`src/rtl/stack_seq_pkg.sv`:
```
// Shared definitions for the stack sequencer and the decode stage:
// request opcode encoding, sequencer state set and default stack bounds.
package stack_seq_pkg;

  localparam logic [1:0] OP_PUSH1 = 2'd0;
  localparam logic [1:0] OP_POP1  = 2'd1;
  localparam logic [1:0] OP_PUSH2 = 2'd2;
  localparam logic [1:0] OP_POP2  = 2'd3;

  localparam logic [31:0] DEF_SP_INIT     = 32'h0000_0FFF;
  localparam logic [31:0] DEF_STACK_LIMIT = 32'h0000_0F00;

  typedef enum logic [2:0] {
    ST_IDLE,
    ST_PUSH_HI,
    ST_PUSH_LO,
    ST_POP_A,
    ST_POP_B,
    ST_POP_C
  } state_t;

  // Bit 0 of the opcode selects pop, bit 1 selects the double-word form.
  function automatic logic op_is_pop(input logic [1:0] op);
    return op[0];
  endfunction

  function automatic logic op_is_double(input logic [1:0] op);
    return op[1];
  endfunction

endpackage

```
`src/rtl/stack_addr_gen.sv`:
```
// Stack address generator (combinational). Given the SP at acceptance of a
// request, the opcode and the index of the word being transferred, produces
// the memory address, the SP after that word, and the bounds flags for the
// whole request (post-decrement push, pre-increment pop, modulo 2^32).
module stack_addr_gen
  import stack_seq_pkg::*;
#(
  parameter logic [31:0] SP_INIT     = DEF_SP_INIT,
  parameter logic [31:0] STACK_LIMIT = DEF_STACK_LIMIT
) (
  input  logic [31:0] sp,
  input  logic [1:0]  op,
  input  logic        word_idx,
  output logic [31:0] addr,
  output logic [31:0] sp_next,
  output logic        overflow,
  output logic        underflow
);

  logic [31:0] idx32;
  logic [31:0] extra;

  // Address / next-SP for the indexed word, and request-wide bounds flags.
  always_comb begin
    idx32     = {31'd0, word_idx};
    extra     = {31'd0, op_is_double(op)};
    addr      = '0;
    sp_next   = '0;
    overflow  = 1'b0;
    underflow = 1'b0;
    if (op_is_pop(op)) begin
      addr      = sp + 32'd1 + idx32;
      sp_next   = addr;
      underflow = (sp + extra + 32'd1) > SP_INIT;
    end else begin
      addr      = sp - idx32;
      sp_next   = addr - 32'd1;
      overflow  = (sp - extra) < STACK_LIMIT;
    end
  end

endmodule

```
`src/rtl/stack_sequencer.sv`:
```
// Stack sequencer: owns SP and sequences word-wide stack memory accesses for
// single-word (PUSH1/POP1) and double-word (PUSH2/POP2) requests, stalling
// the pipeline until the sequence completes.
// Optional feature macro: STACK_BOUNDS_CHECK_EN (overflow/underflow faults).
module stack_sequencer
  import stack_seq_pkg::*;
#(
  parameter logic [31:0] SP_INIT     = DEF_SP_INIT,
  parameter logic [31:0] STACK_LIMIT = DEF_STACK_LIMIT,
  parameter int unsigned WORD_W      = 16
) (
  input  logic                  clk,
  input  logic                  rst,
  input  logic                  req_valid,
  input  logic [1:0]            req_op,
  output logic                  req_ready,
  input  logic [2*WORD_W-1:0]   push_data,
  output logic [31:0]           mem_addr,
  output logic                  mem_we,
  output logic                  mem_re,
  output logic [WORD_W-1:0]     mem_wdata,
  input  logic [WORD_W-1:0]     mem_rdata,
  output logic [2*WORD_W-1:0]   pop_data,
  output logic                  pop_valid,
  output logic                  stall,
  output logic [31:0]           sp_out,
  output logic                  fault
);

  state_t              state, state_d;
  logic [31:0]         sp, sp_d;
  logic [31:0]         base_q;
  logic [1:0]          op_q;
  logic [2*WORD_W-1:0] data_q;
  logic [WORD_W-1:0]   lo_q;

  logic        accept;
  logic        bounds_err;
  logic [31:0] gen_sp, gen_addr, gen_sp_next;
  logic [1:0]  gen_op;
  logic        gen_idx;
  logic        ovf, unf;

  assign req_ready = (state == ST_IDLE);
  assign stall     = (state != ST_IDLE);
  assign sp_out    = sp;
  assign accept    = req_valid && req_ready;

  // Addresses are generated from the SP captured at acceptance plus the word
  // index, so multi-cycle sequences do not depend on the live SP register.
  assign gen_sp  = (state == ST_IDLE) ? sp : base_q;
  assign gen_op  = (state == ST_IDLE) ? req_op : op_q;
  assign gen_idx = (state == ST_PUSH_LO) || (state == ST_POP_B);

  stack_addr_gen #(
    .SP_INIT     (SP_INIT),
    .STACK_LIMIT (STACK_LIMIT)
  ) u_addr_gen (
    .sp        (gen_sp),
    .op        (gen_op),
    .word_idx  (gen_idx),
    .addr      (gen_addr),
    .sp_next   (gen_sp_next),
    .overflow  (ovf),
    .underflow (unf)
  );

`ifdef STACK_BOUNDS_CHECK_EN
  assign bounds_err = accept && (ovf || unf);
`else
  logic unused_bounds;
  assign unused_bounds = ovf | unf;
  assign bounds_err    = 1'b0;
`endif

  // Next-state, SP update and memory strobes.
  always_comb begin
    state_d   = state;
    sp_d      = sp;
    mem_we    = 1'b0;
    mem_re    = 1'b0;
    mem_addr  = '0;
    mem_wdata = '0;
    case (state)
      ST_IDLE: begin
        if (accept && !bounds_err) begin
          case (req_op)
            OP_PUSH1: begin
              mem_we    = 1'b1;
              mem_addr  = gen_addr;
              mem_wdata = push_data[WORD_W-1:0];
              sp_d      = gen_sp_next;
            end
            OP_POP1: begin
              mem_re   = 1'b1;
              mem_addr = gen_addr;
              sp_d     = gen_sp_next;
              state_d  = ST_POP_C;
            end
            OP_PUSH2: state_d = ST_PUSH_HI;
            OP_POP2:  state_d = ST_POP_A;
          endcase
        end
      end
      ST_PUSH_HI: begin
        mem_we    = 1'b1;
        mem_addr  = gen_addr;
        mem_wdata = data_q[2*WORD_W-1:WORD_W];
        sp_d      = gen_sp_next;
        state_d   = ST_PUSH_LO;
      end
      ST_PUSH_LO: begin
        mem_we    = 1'b1;
        mem_addr  = gen_addr;
        mem_wdata = data_q[WORD_W-1:0];
        sp_d      = gen_sp_next;
        state_d   = ST_IDLE;
      end
      ST_POP_A: begin
        mem_re   = 1'b1;
        mem_addr = gen_addr;
        sp_d     = gen_sp_next;
        state_d  = ST_POP_B;
      end
      ST_POP_B: begin
        mem_re   = 1'b1;
        mem_addr = gen_addr;
        sp_d     = gen_sp_next;
        state_d  = ST_POP_C;
      end
      ST_POP_C: state_d = ST_IDLE;
      default:  state_d = ST_IDLE;
    endcase
  end

  // State, SP and request context registers.
  always_ff @(posedge clk) begin
    if (rst) begin
      state  <= ST_IDLE;
      sp     <= SP_INIT;
      base_q <= '0;
      op_q   <= OP_PUSH1;
      data_q <= '0;
    end else begin
      state <= state_d;
      sp    <= sp_d;
      if (accept) begin
        base_q <= sp;
        op_q   <= req_op;
        data_q <= push_data;
      end
    end
  end

  // Pop result assembly and the one-cycle pop_valid / fault pulses.
  always_ff @(posedge clk) begin
    if (rst) begin
      lo_q      <= '0;
      pop_data  <= '0;
      pop_valid <= 1'b0;
      fault     <= 1'b0;
    end else begin
      pop_valid <= (state == ST_POP_C);
      fault     <= bounds_err;
      if (state == ST_POP_B) lo_q <= mem_rdata;
      if (state == ST_POP_C) begin
        pop_data <= op_is_double(op_q) ? {mem_rdata, lo_q}
                                       : {{WORD_W{1'b0}}, mem_rdata};
      end
    end
  end

endmodule

```
`config.mk`:
```
export PLATFORM = sky130hd
export DESIGN_NAME = stack_sequencer
export DESIGN_NICKNAME = d
export VERILOG_FILES = /design/src/rtl/stack_seq_pkg.sv /design/src/rtl/stack_addr_gen.sv /design/src/rtl/stack_sequencer.sv
export SDC_FILE = /design/constraint.sdc
export NUM_CORES = 1
export LEC_CHECK = 0
export ABC_AREA = 1
export BUFFER_PORTS_ARGS = -buffer_cell sky130_fd_sc_hd__buf_2
export CAP_MARGIN = 40
export CORE_ASPECT_RATIO = 0.6
export CORE_MARGIN = 5
export CORE_UTILIZATION = 40
export CTS_CLUSTER_SIZE = 10
export DETAILED_ROUTE_END_ITERATION = 12
export SYNTH_ARGS = -nofsm -noshare
export SYNTH_HDL_FRONTEND = slang
export SYNTH_HIERARCHICAL = 1
export SYNTH_SLANG_ARGS = --single-unit
```
`constraint.sdc`:
```
create_clock -name clk -period 3.7 [get_ports clk]
set_input_delay 0.555 -clock clk [delete_from_list [all_inputs] [get_ports clk]]
set_output_delay 0.555 -clock clk [all_outputs]
set_load 0.03 [all_outputs]
```
==> flow_metrics.py <==
metrics = {
    "clock_network": {
        "clock_latency_ps": 430,
        "path_clk_slew_ps": 60,
        "cts_tree": "done",
        "holdBufCountCts": 0,
        "cts.sinks": 150,
        "cts_buffers": 17,
        "cts_root_buf": "clkbuf_16",
        "htree_levels": 4,
        "max-clock-path-buffers": 2,
    },
    "cells_and_area": {
        "nFillCells": 2787,
        "multi_input_area_sq_um": 7040,
        "diodes": 0,
        "ff_latch_area_sq_um": 3010,
        "fin_nets": 2059,
        "final_util_pct": 52.7,
        "syn2layout_area_growth_pct": 30.5,
        "drive_above_1_share_pct": 29.1,
        "final_cells": 2369,
    },
    "worst_setup_path": {
        "rrSetupSlack_ps": 180,
        "max_stage_delay_ps": 320,
        "crit_arrival_ps": 3120,
        "endpoint_kind": "output pin",
        "cp_slowest_cell": "dfxtp_2",
        "rr_worst_depth": 26,
        "crit_chain": "inv_2 > nand2_4 > nor2_8 > buf_12 > nand2_1 > nand2_4 > nand4_1 > inv_2 > nand2_1 > nor2_2 > buf_6 > inv_2 > nor3_2 > xor2_1 > nand2_1 > o21ai_2 > inv_1 > nor2_1 > buf_4",
        "crit_fanout": 21,
        "worstReg2RegEnd": "sp_out[15]",
        "startpoint_type": "flip-flop",
        "rr_startpoint": "state[0]",
        "critPathKind": "flip-flop to output pin",
        "cp-startpoint": "state[0]",
        "worstPathRequired_ps": 3140,
    },
    "drt": {
        "drcViolationCount": 0,
        "drt-pass1-iter-count": 5,
        "wl_mm": 43.1,
        "vias": 12500,
        "viasPerCell": 5.27,
        "drtAntennaViolNets": 0,
        "drt_iter0_markers": 1199,
        "post_drt_wl_per_cell_microns": 18.2,
    },
    "place": {
        "dp_hpwl_mm": 32.1,
        "io_buffers": 169,
        "gp_congestion": 1.06,
        "dp.cells": 2277,
    },
    "timing": {
        "grt_setup_unrepaired": "true",
        "post-route-period-util_pct": 99.4,
        "drv_slew": 0,
        "fin_skew_ps": 12.4,
        "worstMarginPinSlew_ps": 796,
        "max_freq_ghz": 0.272,
        "hold_viol": 0,
        "holdWs_ps": 389,
        "slew-limit-headroom_pct": 46.9,
        "tns_ps": 0,
        "setup_viol": 0,
        "fin_crit_ps": 3680,
    },
    "die": {
        "start_util_pct": 40.4,
        "pin_count": 171,
        "rows": 46,
        "die_h_microns": 136,
        "die_w_microns": 220,
        "die_area_sq_um": 30000,
        "core_sq_um": 26200,
    },
    "global_routing": {
        "grt_antenna_before_repair": 1,
        "grt_pass1_wl_mm": 63.8,
        "grt_start_max_net_pins": 69,
        "grt_usage_pct": 27.6,
        "grt_pass1_vias": 11000,
        "grt.overflow.total": 0,
    },
    "logic_synthesis": {
        "synth_nets": 1840,
        "ys.warnings.count": 6,
        "syn_area_per_cell_sq_um": 5.96,
        "syn_area_sq_um": 10600,
        "synth_cells": 1778,
    },
    "flow_run": {
        "drv_cap": 0,
    },
    "hold_path": {
        "worstHoldPathType": "input port to flip-flop",
        "hold_end": "lo_q[0]",
        "hp-start": "mem_rdata[0]",
        "hold_path_depth": 3,
    },
    "status": {
        "outcome": "complete, no violations",
    },
    "power_and_ir_drop": {
        "leakagePower_nw": 6.52,
        "power_density_nw_per_um2": 808,
        "ir_drop_mv": 0.521,
    },
}
metrics by stage:
stage	area (sq um)	power, mW	setup WS, ps
floorplan	10600	6.31	131
global placement	12000	8.25	-78.7
detailed placement	12000	8.22	-64.5
CTS	13100	10.5	-23.2
global route	13800	11.9	-188
finish	13800	11.2	23.9
worst max path at each step:
stage                              end  depth (start not counted)  slack (ps)
after floorplan           mem_addr[30]                         21         130
final                     mem_addr[30]                         19          20
after global placement    mem_addr[25]                         18         -80
after global routing      mem_addr[30]                         22        -190
after CTS                 mem_addr[23]                         21         -20
after detailed placement  mem_addr[25]                         18         -60
cell type report:
class,count,share of cell area [%]
tap,360,3.26
clock inverter,8,1.05
sequential,150,21.7
multi-input combinational,1359,50.9
clock buffer,23,3.53
timing repair buffer,308,15.1
inverter,161,4.48
metal layers:
metal	wire length (microns)	vias to the layer above	GRT usage, %
met1	21000	5838	43.1
met5	13	-	0
met3	4060	46	6.74
li1	-	6087	-
met2	17400	517	38.1
met4	570	2	5.20
worst max-delay path: cells and delay by family, from the launching register on:
family / cells / cell delay, ps
simple gates: 10 / 1280
buf+inv: 7 / 840
xor+xnor: 1 / 160
compound gates: 1 / 100
flops: 1 / 320
state kept, by name, summed over array words and instances (netlist names):
signal	flops
op_q	2
state	3
data_q	32
lo_q	16
base_q	32
pop_data	32
pop_valid	1
sp_out	32
power breakdown:
group | switching (mW) | internal (mW) | total (mW)
registers | 0.240 | 1.90 | 2.14
logic | 4.83 | 2.32 | 7.15
clock network | 0.687 | 1.20 | 1.88
total | 5.76 | 5.42 | 11.2
repair_timing:
action	4_1_cts	5_1_grt
gates cloned	1	0
buffers inserted	20	40
pin swaps	17	43
setup endpoints to repair	25	32
resized for setup	100	124
cells in the final DEF (no fill, tap or decap), types with 28 or more instances in the layout:
cell	n
buf_2	150
nand3_1	219
nand2_2	52
dfxtp_1	148
nand2_4	28
nor2_2	51
nor2_1	171
nand2_1	501
o21ai_0	78
inv_1	126
nor2_4	33
buf_4	138
a21oi_1	98
No activity file was read; power rests on OpenSTA's default activity.
